`src/rtl/instr_prefetch.sv`:
```
// Instruction prefetch stage: req/ack fetch into a small FIFO feeding the core.
// Define PREFETCH_BYPASS_EN for zero-latency forwarding of acked words.
module instr_prefetch #(
  parameter int DEPTH = 4,
  parameter int IW    = 12,
  parameter int AW    = 8
) (
  input  logic          clk,
  input  logic          rst_n,
  output logic          imem_req,
  output logic [AW-1:0] imem_addr,
  input  logic          imem_ack,
  input  logic [IW-1:0] imem_data,
  output logic [IW-1:0] instruction_bus,
  output logic          instr_valid,
  input  logic          instr_ready,
  output logic [AW-1:0] fetch_pc,
  input  logic          branch_en,
  input  logic [AW-1:0] branch_addr
);

  localparam int PW = $clog2(DEPTH);
  localparam logic [PW:0] FULL = (PW+1)'(DEPTH);

  localparam logic [1:0] S_IDLE = 2'd0;
  localparam logic [1:0] S_WAIT = 2'd1;
  localparam logic [1:0] S_DISC = 2'd2;

  logic [1:0]       state_q, state_d;
  logic [AW-1:0]    pc_q, pc_d;
  logic [AW-1:0]    addr_q, addr_d;
  logic             req_q, req_d;
  logic [PW-1:0]    rd_q, rd_d;
  logic [PW-1:0]    wr_q, wr_d;
  logic [PW:0]      cnt_q, cnt_d;
  logic [IW-1:0]    bus_q, bus_d;
  logic [AW-1:0]    opc_q, opc_d;
  logic [AW+IW-1:0] mem_q [DEPTH];

  logic             pop;
  logic             push;
  logic             fifo_valid;
  logic             byp_take;
  logic [PW:0]      cnt_pop;
  logic [AW+IW-1:0] wdata;
  logic [AW+IW-1:0] head_d;

  assign fifo_valid = (cnt_q != '0);
  assign wdata      = {addr_q, imem_data};

`ifdef PREFETCH_BYPASS_EN
  logic byp;
  assign byp = (state_q == S_WAIT) && imem_ack
               && !branch_en && !fifo_valid;
  assign byp_take = byp && instr_ready;
  assign instruction_bus = byp ? imem_data : bus_q;
  assign fetch_pc        = byp ? addr_q : opc_q;
  assign instr_valid     = byp || fifo_valid;
`else
  assign byp_take        = 1'b0;
  assign instruction_bus = bus_q;
  assign fetch_pc        = opc_q;
  assign instr_valid     = fifo_valid;
`endif

  assign imem_req  = req_q;
  assign imem_addr = addr_q;

  always_comb begin
    state_d = state_q;
    pc_d    = pc_q;
    addr_d  = addr_q;
    req_d   = req_q;
    push    = 1'b0;
    pop     = fifo_valid && instr_ready;
    cnt_pop = cnt_q - (PW+1)'(pop);
    case (state_q)
      S_IDLE: begin
        if (branch_en) begin
          pc_d = branch_addr;
        end else if (cnt_pop < FULL) begin
          req_d   = 1'b1;
          addr_d  = pc_q;
          state_d = S_WAIT;
        end
      end
      S_WAIT: begin
        if (branch_en) begin
          pc_d = branch_addr;
          if (imem_ack) begin
            req_d   = 1'b0;
            state_d = S_IDLE;
          end else begin
            state_d = S_DISC;
          end
        end else if (imem_ack) begin
          push    = !byp_take;
          pc_d    = pc_q + AW'(1);
          req_d   = 1'b0;
          state_d = S_IDLE;
        end
      end
      S_DISC: begin
        // stale request: wait out its ack, drop the word
        if (branch_en) pc_d = branch_addr;
        if (imem_ack) begin
          req_d   = 1'b0;
          state_d = S_IDLE;
        end
      end
      default: begin
        req_d   = 1'b0;
        state_d = S_IDLE;
      end
    endcase

    if (branch_en) begin
      rd_d  = '0;
      wr_d  = '0;
      cnt_d = '0;
    end else begin
      rd_d  = rd_q + PW'(pop);
      wr_d  = wr_q + PW'(push);
      cnt_d = cnt_pop + (PW+1)'(push);
    end

    // head after this edge: the incoming word if the FIFO drains to it
    head_d = (cnt_pop == '0) ? wdata : mem_q[rd_d];
    bus_d  = bus_q;
    opc_d  = opc_q;
    if (cnt_d != '0) begin
      bus_d = head_d[IW-1:0];
      opc_d = head_d[IW +: AW];
    end else if (byp_take) begin
      bus_d = imem_data;
      opc_d = addr_q;
    end
  end

  always_ff @(posedge clk) begin
    if (push) mem_q[wr_q] <= wdata;
  end

  always_ff @(posedge clk) begin
    if (!rst_n) begin
      state_q <= S_IDLE;
      pc_q    <= '0;
      addr_q  <= '0;
      req_q   <= 1'b0;
      rd_q    <= '0;
      wr_q    <= '0;
      cnt_q   <= '0;
      bus_q   <= '0;
      opc_q   <= '0;
    end else begin
      state_q <= state_d;
      pc_q    <= pc_d;
      addr_q  <= addr_d;
      req_q   <= req_d;
      rd_q    <= rd_d;
      wr_q    <= wr_d;
      cnt_q   <= cnt_d;
      bus_q   <= bus_d;
      opc_q   <= opc_d;
    end
  end

endmodule

```
`config.mk`:
```
export PLATFORM = sky130hd
export DESIGN_NAME = instr_prefetch
export DESIGN_NICKNAME = d
export VERILOG_FILES = /design/src/rtl/instr_prefetch.sv
export SDC_FILE = /design/constraint.sdc
export NUM_CORES = 1
export LEC_CHECK = 0
export CAP_MARGIN = 20
export CORE_MARGIN = 5
export CORE_UTILIZATION = 61
export CTS_CLUSTER_SIZE = 12
export DETAILED_ROUTE_END_ITERATION = 8
export HOLD_SLACK_MARGIN = 0.12
export PLACE_DENSITY = 0.84
export SYNTH_ARGS = -nofsm -noshare
export SYNTH_HDL_FRONTEND = slang
export SYNTH_SLANG_ARGS = --single-unit
```
`constraint.sdc`:
```
create_clock -name clk -period 6.1 [get_ports clk]
set_input_delay 0.915 -clock clk [delete_from_list [all_inputs] [get_ports clk]]
set_output_delay 0.915 -clock clk [all_outputs]
set_load 0.03 [all_outputs]
```
==> flow_metrics.env <==
export IMPL_initial_core_util_pct=62.1
export IMPL_clk_pin_slew_ns=0.06
export IMPL_start_kind="input port"
export IMPL_switching_share_pct=22.4
export IMPL_synthTopCellsByCount="edfxtp_1, o21ai_0, dfxtp_1, nand3_1, nand2_1"
export IMPL_setup_viol=0
export IMPL_max_cap_violations=0
export IMPL_final_area_um2=6950
export IMPL_pwr_share_seq_pct=43.7
export IMPL_status="finished, final reports clean"
export IMPL_synth_nets=551
export IMPL_detail_route_first_pass_iterations=5
export IMPL_power_density_nw_per_um2=310
export IMPL_cts_resized=0
export IMPL_clk_latency_ns=0.52
export IMPL_syn2layout_area_growth_pct=21.8
export IMPL_ys_seq_area_share_pct=58.2
export IMPL_drc_errors=0
export IMPL_power_switching_uw=482
export IMPL_p_comb_share_pct=7.9
export IMPL_vdd_drop_max_mv=0.240
export IMPL_place_congestion=0.809
export IMPL_rows=35
export IMPL_hold_path_class="reg2reg"
export IMPL_nets=602
export IMPL_crit_fanout=20
export IMPL_power_share_clock_pct=48.4
export IMPL_p_total_uw=2160
export IMPL_vias=4501
export IMPL_cts_max_path_buffers=2
export IMPL_die_w_um=107
export IMPL_drt_iter0_drc=454
export IMPL_core_area_um2=9200
export IMPL_io_buffers=54
export IMPL_synth_area_um2=5710
export IMPL_io_pin_count=55
export IMPL_finalCriticalPeriod_ns=3.71
export IMPL_crit_path_top_delay_cell="clkdlybuf4s50_1"
export IMPL_arrival_ns=4.11
export IMPL_final_core_util_pct=75.6
export IMPL_drive_gt1_share_pct=8.61
export IMPL_overflow=0
export IMPL_avgSynthCellArea_um2=11.0
export IMPL_cts_tree="yes"
export IMPL_worstMarginPinSlew_ns=1.10
export IMPL_ant_nets=0
export IMPL_relSlewSlack_pct=26.3
export IMPL_synth_top_area_cell="edfxtp_1"
export IMPL_hold_viol_final=0
export IMPL_p_leak_uw=0.00264
export IMPL_synth_edf_count=80
export IMPL_cp_cell_sequence="clkdlybuf4s50_1 > nor2b_1 > nand2_1 > inv_1 > ha_1 > ha_1 > xnor3_1 > nand2_1 > a21oi_1 > nor3_1 > a211o_1"
export IMPL_die_h_um=107
export IMPL_synth_top_area_share_pct=42.1
export IMPL_clock_sinks=126
export IMPL_power_internal_uw=1670
export IMPL_placed_area_um2=6310
export IMPL_antenna_found_initial=0
export IMPL_viasPerCell=6.50
export IMPL_drv_slew=0
export IMPL_antenna_cells=0
export IMPL_track_usage_pct=25.7
export IMPL_h_tree_depth=4
export IMPL_synth_main_ff_cell="edfxtp_1"
export IMPL_end_kind="flip-flop"
export IMPL_cts_root_buf="clkbuf_8"
export IMPL_period_share_pct=60.8
export IMPL_cts_hold_buf=0
export IMPL_wire_per_inst_um=20.5
export IMPL_synthTopCellsByArea="edfxtp_1, dfxtp_1, mux2i_1"
export IMPL_rsz0062_at_grt="false"
export IMPL_crit_type="in2reg"
export IMPL_die_area_um2=11400
export IMPL_fin_tns_setup_ns=0
export IMPL_ys_types=50
export IMPL_numCtsBuffers=17
export IMPL_yosysMostFrequentCell="edfxtp_1"
export IMPL_dp_slack_ns=1.95
export IMPL_slowest_delay_ns=0.75
export IMPL_wirelength_um=14200
export IMPL_grt_pass1_wl_um=22700
export IMPL_synthArstFlopShare_pct=0
export IMPL_fmax_mhz=270
export IMPL_syn_inst=517
export IMPL_yosys_register_bits=126
export IMPL_fin_skew_ns=0.00481
export IMPL_grt_pass1_vias=4484
export IMPL_grt_max_degree=44
export IMPL_post_cts_buffers=0
export IMPL_setup_ws_ns=2.39
export IMPL_hpwlAfterDp_um=8360
export IMPL_crit_required_ns=6.50
export IMPL_yosysWarnings=0
[stage by stage]
stage	hold slack, ns	cells
after global placement	0.479	659
after detailed placement	0.505	659
after floorplan	0.462	517
final	0.513	692
after CTS	0.513	691
after global routing	0.545	692
[power groups by stage]
stage	combinational, uW	sequential (uW)	clock [uW]
after floorplan	93.1	969	0
after global placement	160	958	0
after detailed placement	167	959	0
after CTS	170	942	1040
after global routing	184	945	1090
final	171	943	1040
[layout make-up]
cell class                      count  area, um^2
Clock buffer                       22         453
Clock inverter                     10         161
Fill cell                         587        2240
Inverter                            8        30.0
Multi-Input combinational cell    349        2200
Sequential cell                   126        3320
Tap cell                          111         139
Timing Repair Buffer               66         651
[path summary, 6_finish.rpt]
path                         to  slack, ns      start  cells after the start
max          instruction_bus[8]       2.39  branch_en                     11
min                     pc_q[7]       0.51    pc_q[7]                      2
max reg2reg  instruction_bus[8]       2.84   cnt_q[2]                     10
min reg2reg             pc_q[7]       0.51    pc_q[7]                      2
[layout by cell type (no fill, tap or decap), drive strengths merged, types with 10 or more instances in the layout]
cell / count
clkbuf: 22
nor3: 26
nor2: 21
mux2i: 28
edfxtp: 80
nand3: 46
clkdlybuf4s50: 54
buf: 12
a21oi: 26
nand2: 43
a211o: 20
nor2b: 10
o21ai: 50
dfxtp: 46
a211oi: 19
[cells by family after synthesis]
kind of cell,share of synthesized area [%]
xor gates and xnor gates,1.14
buffers and inverters,3.68
adders and majority gates,1.97
muxes,4.91
DFF,58.2
and+or+nand+nor,14.1
AOI/OAI and AO/OA,16.0
[metal layers]
layer	part of all wire [%]	vias to the layer above	wire, um	global-route usage, %
met3	9.4	43	1340	6.80
met5	0	-	0	0
met2	49	263	6960	42.0
li1	-	2041	-	-
met4	2.3	0	325	11.7
met1	39	2154	5570	32.1
[sequential cells by signal, indices dropped and copies added (netlist names)]
| signal | count |
|---|---|
| cnt_q | 3 |
| fetch_pc | 8 |
| imem_addr | 8 |
| imem_req | 1 |
| instruction_bus | 12 |
| mem_q | 80 |
| pc_q | 8 |
| rd_q | 2 |
| state_q | 2 |
| wr_q | 2 |
[critical path: cells and delay by family]
kind	cells	cell delay, ns
compound gates	2	0.76
xor+xnor	1	0.24
fa+ha+maj	2	0.38
buf+inv	2	0.86
simple gates	4	0.93
No activity file was read; power rests on OpenSTA's default activity.
==> variant, RTL diff (same settings) <==
Build with the macro `PREFETCH_BYPASS_EN` defined.
--- a/src/rtl/instr_prefetch.sv
+++ b/src/rtl/instr_prefetch.sv
@@ -1,4 +1,6 @@
 // Instruction prefetch stage: req/ack fetch into a small FIFO feeding the core.
 // Define PREFETCH_BYPASS_EN for zero-latency forwarding of acked words.
+`define PREFETCH_BYPASS_EN
+
 module instr_prefetch #(
   parameter int DEPTH = 4,
Behaviour: not the same (a bounded check fails within 4 cycles, from zero or initial values and one cycle with rst_n low).
==> variant against the unedited design <==
- combinational power grew 37%
- wire length down 1.9%
- worst setup slack worse by 0.47 ns
- via count decreased by 2.3%
- cell area grew 2.1%
- global-route usage is 0.32 points lower
- critical endpoint is now instruction_bus[7]
- register-to-register slack got worse by 0.17 ns
- area after synthesis grew 1.8%
- worst hold slack better by 0.0066 ns
- sequential cell count did not move
- total power rose by 3.2%
- maximum frequency decreased by 11%
==> variant: results (changes against the unedited design) <==
Post_cts resized: 0 (unchanged)
Biggest regs: mem_q: 80 flops, bus_q: 12 flops
DRT Wirelength: 13.9 mm (-1.9%)
Clk slew on worst S/H paths: 0.06 ns (about the same)
WP data arrival: 3.27 ns (-0.84 ns)
NumNets Final: 616 (+2.3%)
Syn Nets: 562 (+2.0%)
Cell Int Power: 1.66 mW (-0.67%)
Antenna diodes: 0 (unchanged)
TritonRoute pass-1 iters: 5 (unchanged)
Min-delay worst type: reg -> reg
Clk_skew: 0.0108 ns (+0.00596 ns)
Placer Congestion: 0.896 (+11%)
Antenna violations before repair: 0 (unchanged)
Post-synth ARST share: 0 (unchanged)
GRT Total Usage: 0.254 (-0.00319)
Slew @ Worst Pin: 1.04 ns (-0.0629 ns)
CP max FO: 40 (+100%)
Fillers: 569 (-3.1%)
TritonCTS Buffers: 17 (unchanged)
Vias in the first global route: 4490 (+0.13%)
H-tree depth: 4 (unchanged)
Root Buffer Master: clkbuf_8
Slowest stage delay, CP: 0.75 ns (about the same)
Vias: 4396 (-2.3%)
Largest cells by area after synthesis: edfxtp_1 41%, dfxtp_1 16%, o221ai_2 5.2%
Buffers on Ports: 54 (unchanged)
Status: completed
CP max-delay cell: clkdlybuf4s50_1
Leak pwr: 2.43 nW (-8.0%)
Clock Latency Late Sink: 0.53 ns
Share of cells above drive strength 1: 0.190 (+0.104)
YS warnings: 0 (unchanged)
CTS Hold Bufs: 0 (unchanged)
Post-CTS Setup Bufs: 0 (unchanged)
Seq/Total Area, Yosys: 0.572 (-0.0101)
Cell variety after synth: 47 (-6.0%)
Initial DRC count: 382 (-16%)
First-pass GRT wire length: 22.4 mm (-1.3%)
Commonest cells post-synth: 80 x edfxtp_1, 79 x nand2_1, 50 x o21ai_0
Peak VDD IR: 231 uV (-4.0%)
DP Wirelength: 7.98 mm (-4.5%)
CTS Buffer Depth: 2 (unchanged)
Final hold viol count: 0 (unchanged)
Pin count of the biggest net entering global routing: 42 (-4.5%)
Post-synth EDFFs: 80 (unchanged)
variant: cell count changes after synthesis, sizes merged, moves of 19 or more:
cell	unedited run	this run
a21oi	26	51
a211oi	19	0
o221ai	0	20
mux2	0	20
nand2	43	79
a211o	20	0
nand3	46	24
mux2i	28	7
variant: power by group through the flow:
stage / Clock (mW) / Sequential (mW) / Combinational [mW]
3_3_place_gp: 0 / 0.969 / 0.222
2_1_floorplan: 0 / 0.972 / 0.144
6_report: 1.03 / 0.955 / 0.235
3_5_place_dp: 0 / 0.972 / 0.231
5_1_grt: 1.09 / 0.957 / 0.252
4_1_cts: 1.04 / 0.954 / 0.235
variant: final timing paths:
kind / startpoint / endpoint / slack, ns / cells past startpoint
setup / recovery: imem_ack / instruction_bus[7] / 1.92 / 7
setup reg to reg: cnt_q[2]$_SDFF_PN0_ / opc_q[6]$_SDFFE_PN0P_ / 2.67 / 10
hold reg to reg: pc_q[7]$_SDFFE_PN0P_ / imem_addr[7]$_SDFFE_PN0P_ / 0.52 / 2
hold / removal: pc_q[7]$_SDFFE_PN0P_ / imem_addr[7]$_SDFFE_PN0P_ / 0.52 / 2
variant: final cells by class:
class / count / area, um^2 / share of cell area
flip-flops and latches: 126 / 3320 / 0.468
well taps: 129 / 161 / 0.0227
clock inverters: 14 / 181 / 0.0256
multi-input cells: 346 / 2270 / 0.319
clock buffers: 18 / 428 / 0.0603
repair buffers: 64 / 636 / 0.0895
inverters: 27 / 101 / 0.0143
variant: logic make-up (layout without fill, tap and decap cells):
logic type,after synthesis,in the layout,synth area share
compound gates,136,136,0.172
xor+xnor,6,6,0.0114
fa+ha+maj,9,9,0.0194
buf+inv,56,123,0.0446
flops,126,126,0.572
mux,27,27,0.0508
simple gates,168,168,0.130
variant: critical path: cells and delay by family:
family / cells / cell delay, ns
AO/OA/AOI/OAI: 1 / 0.12
buffers and inverters: 3 / 1.65
AND/OR/NAND/NOR: 3 / 0.56
variant: stage by stage:
stage	std cells	cell area (um^2)	setup slack, ns	total power [mW]	util
floorplan	528	5810	2.29	1.12	-
CTS	724	7100	1.93	2.23	0.765
finish	724	7100	1.92	2.22	0.765
global placement	691	6460	2.10	1.19	0.696
detailed placement	692	6490	2.03	1.20	0.699
global route	724	7100	1.79	2.30	0.765
variant: metal layers:
metal  part of all wire  vias up  GRT usage
li1                   -     2031          -
met1               0.39     2111      0.303
met2               0.52      224      0.447
met3              0.082       30     0.0678
met4              0.014        0     0.0775
met5                  0        -          0
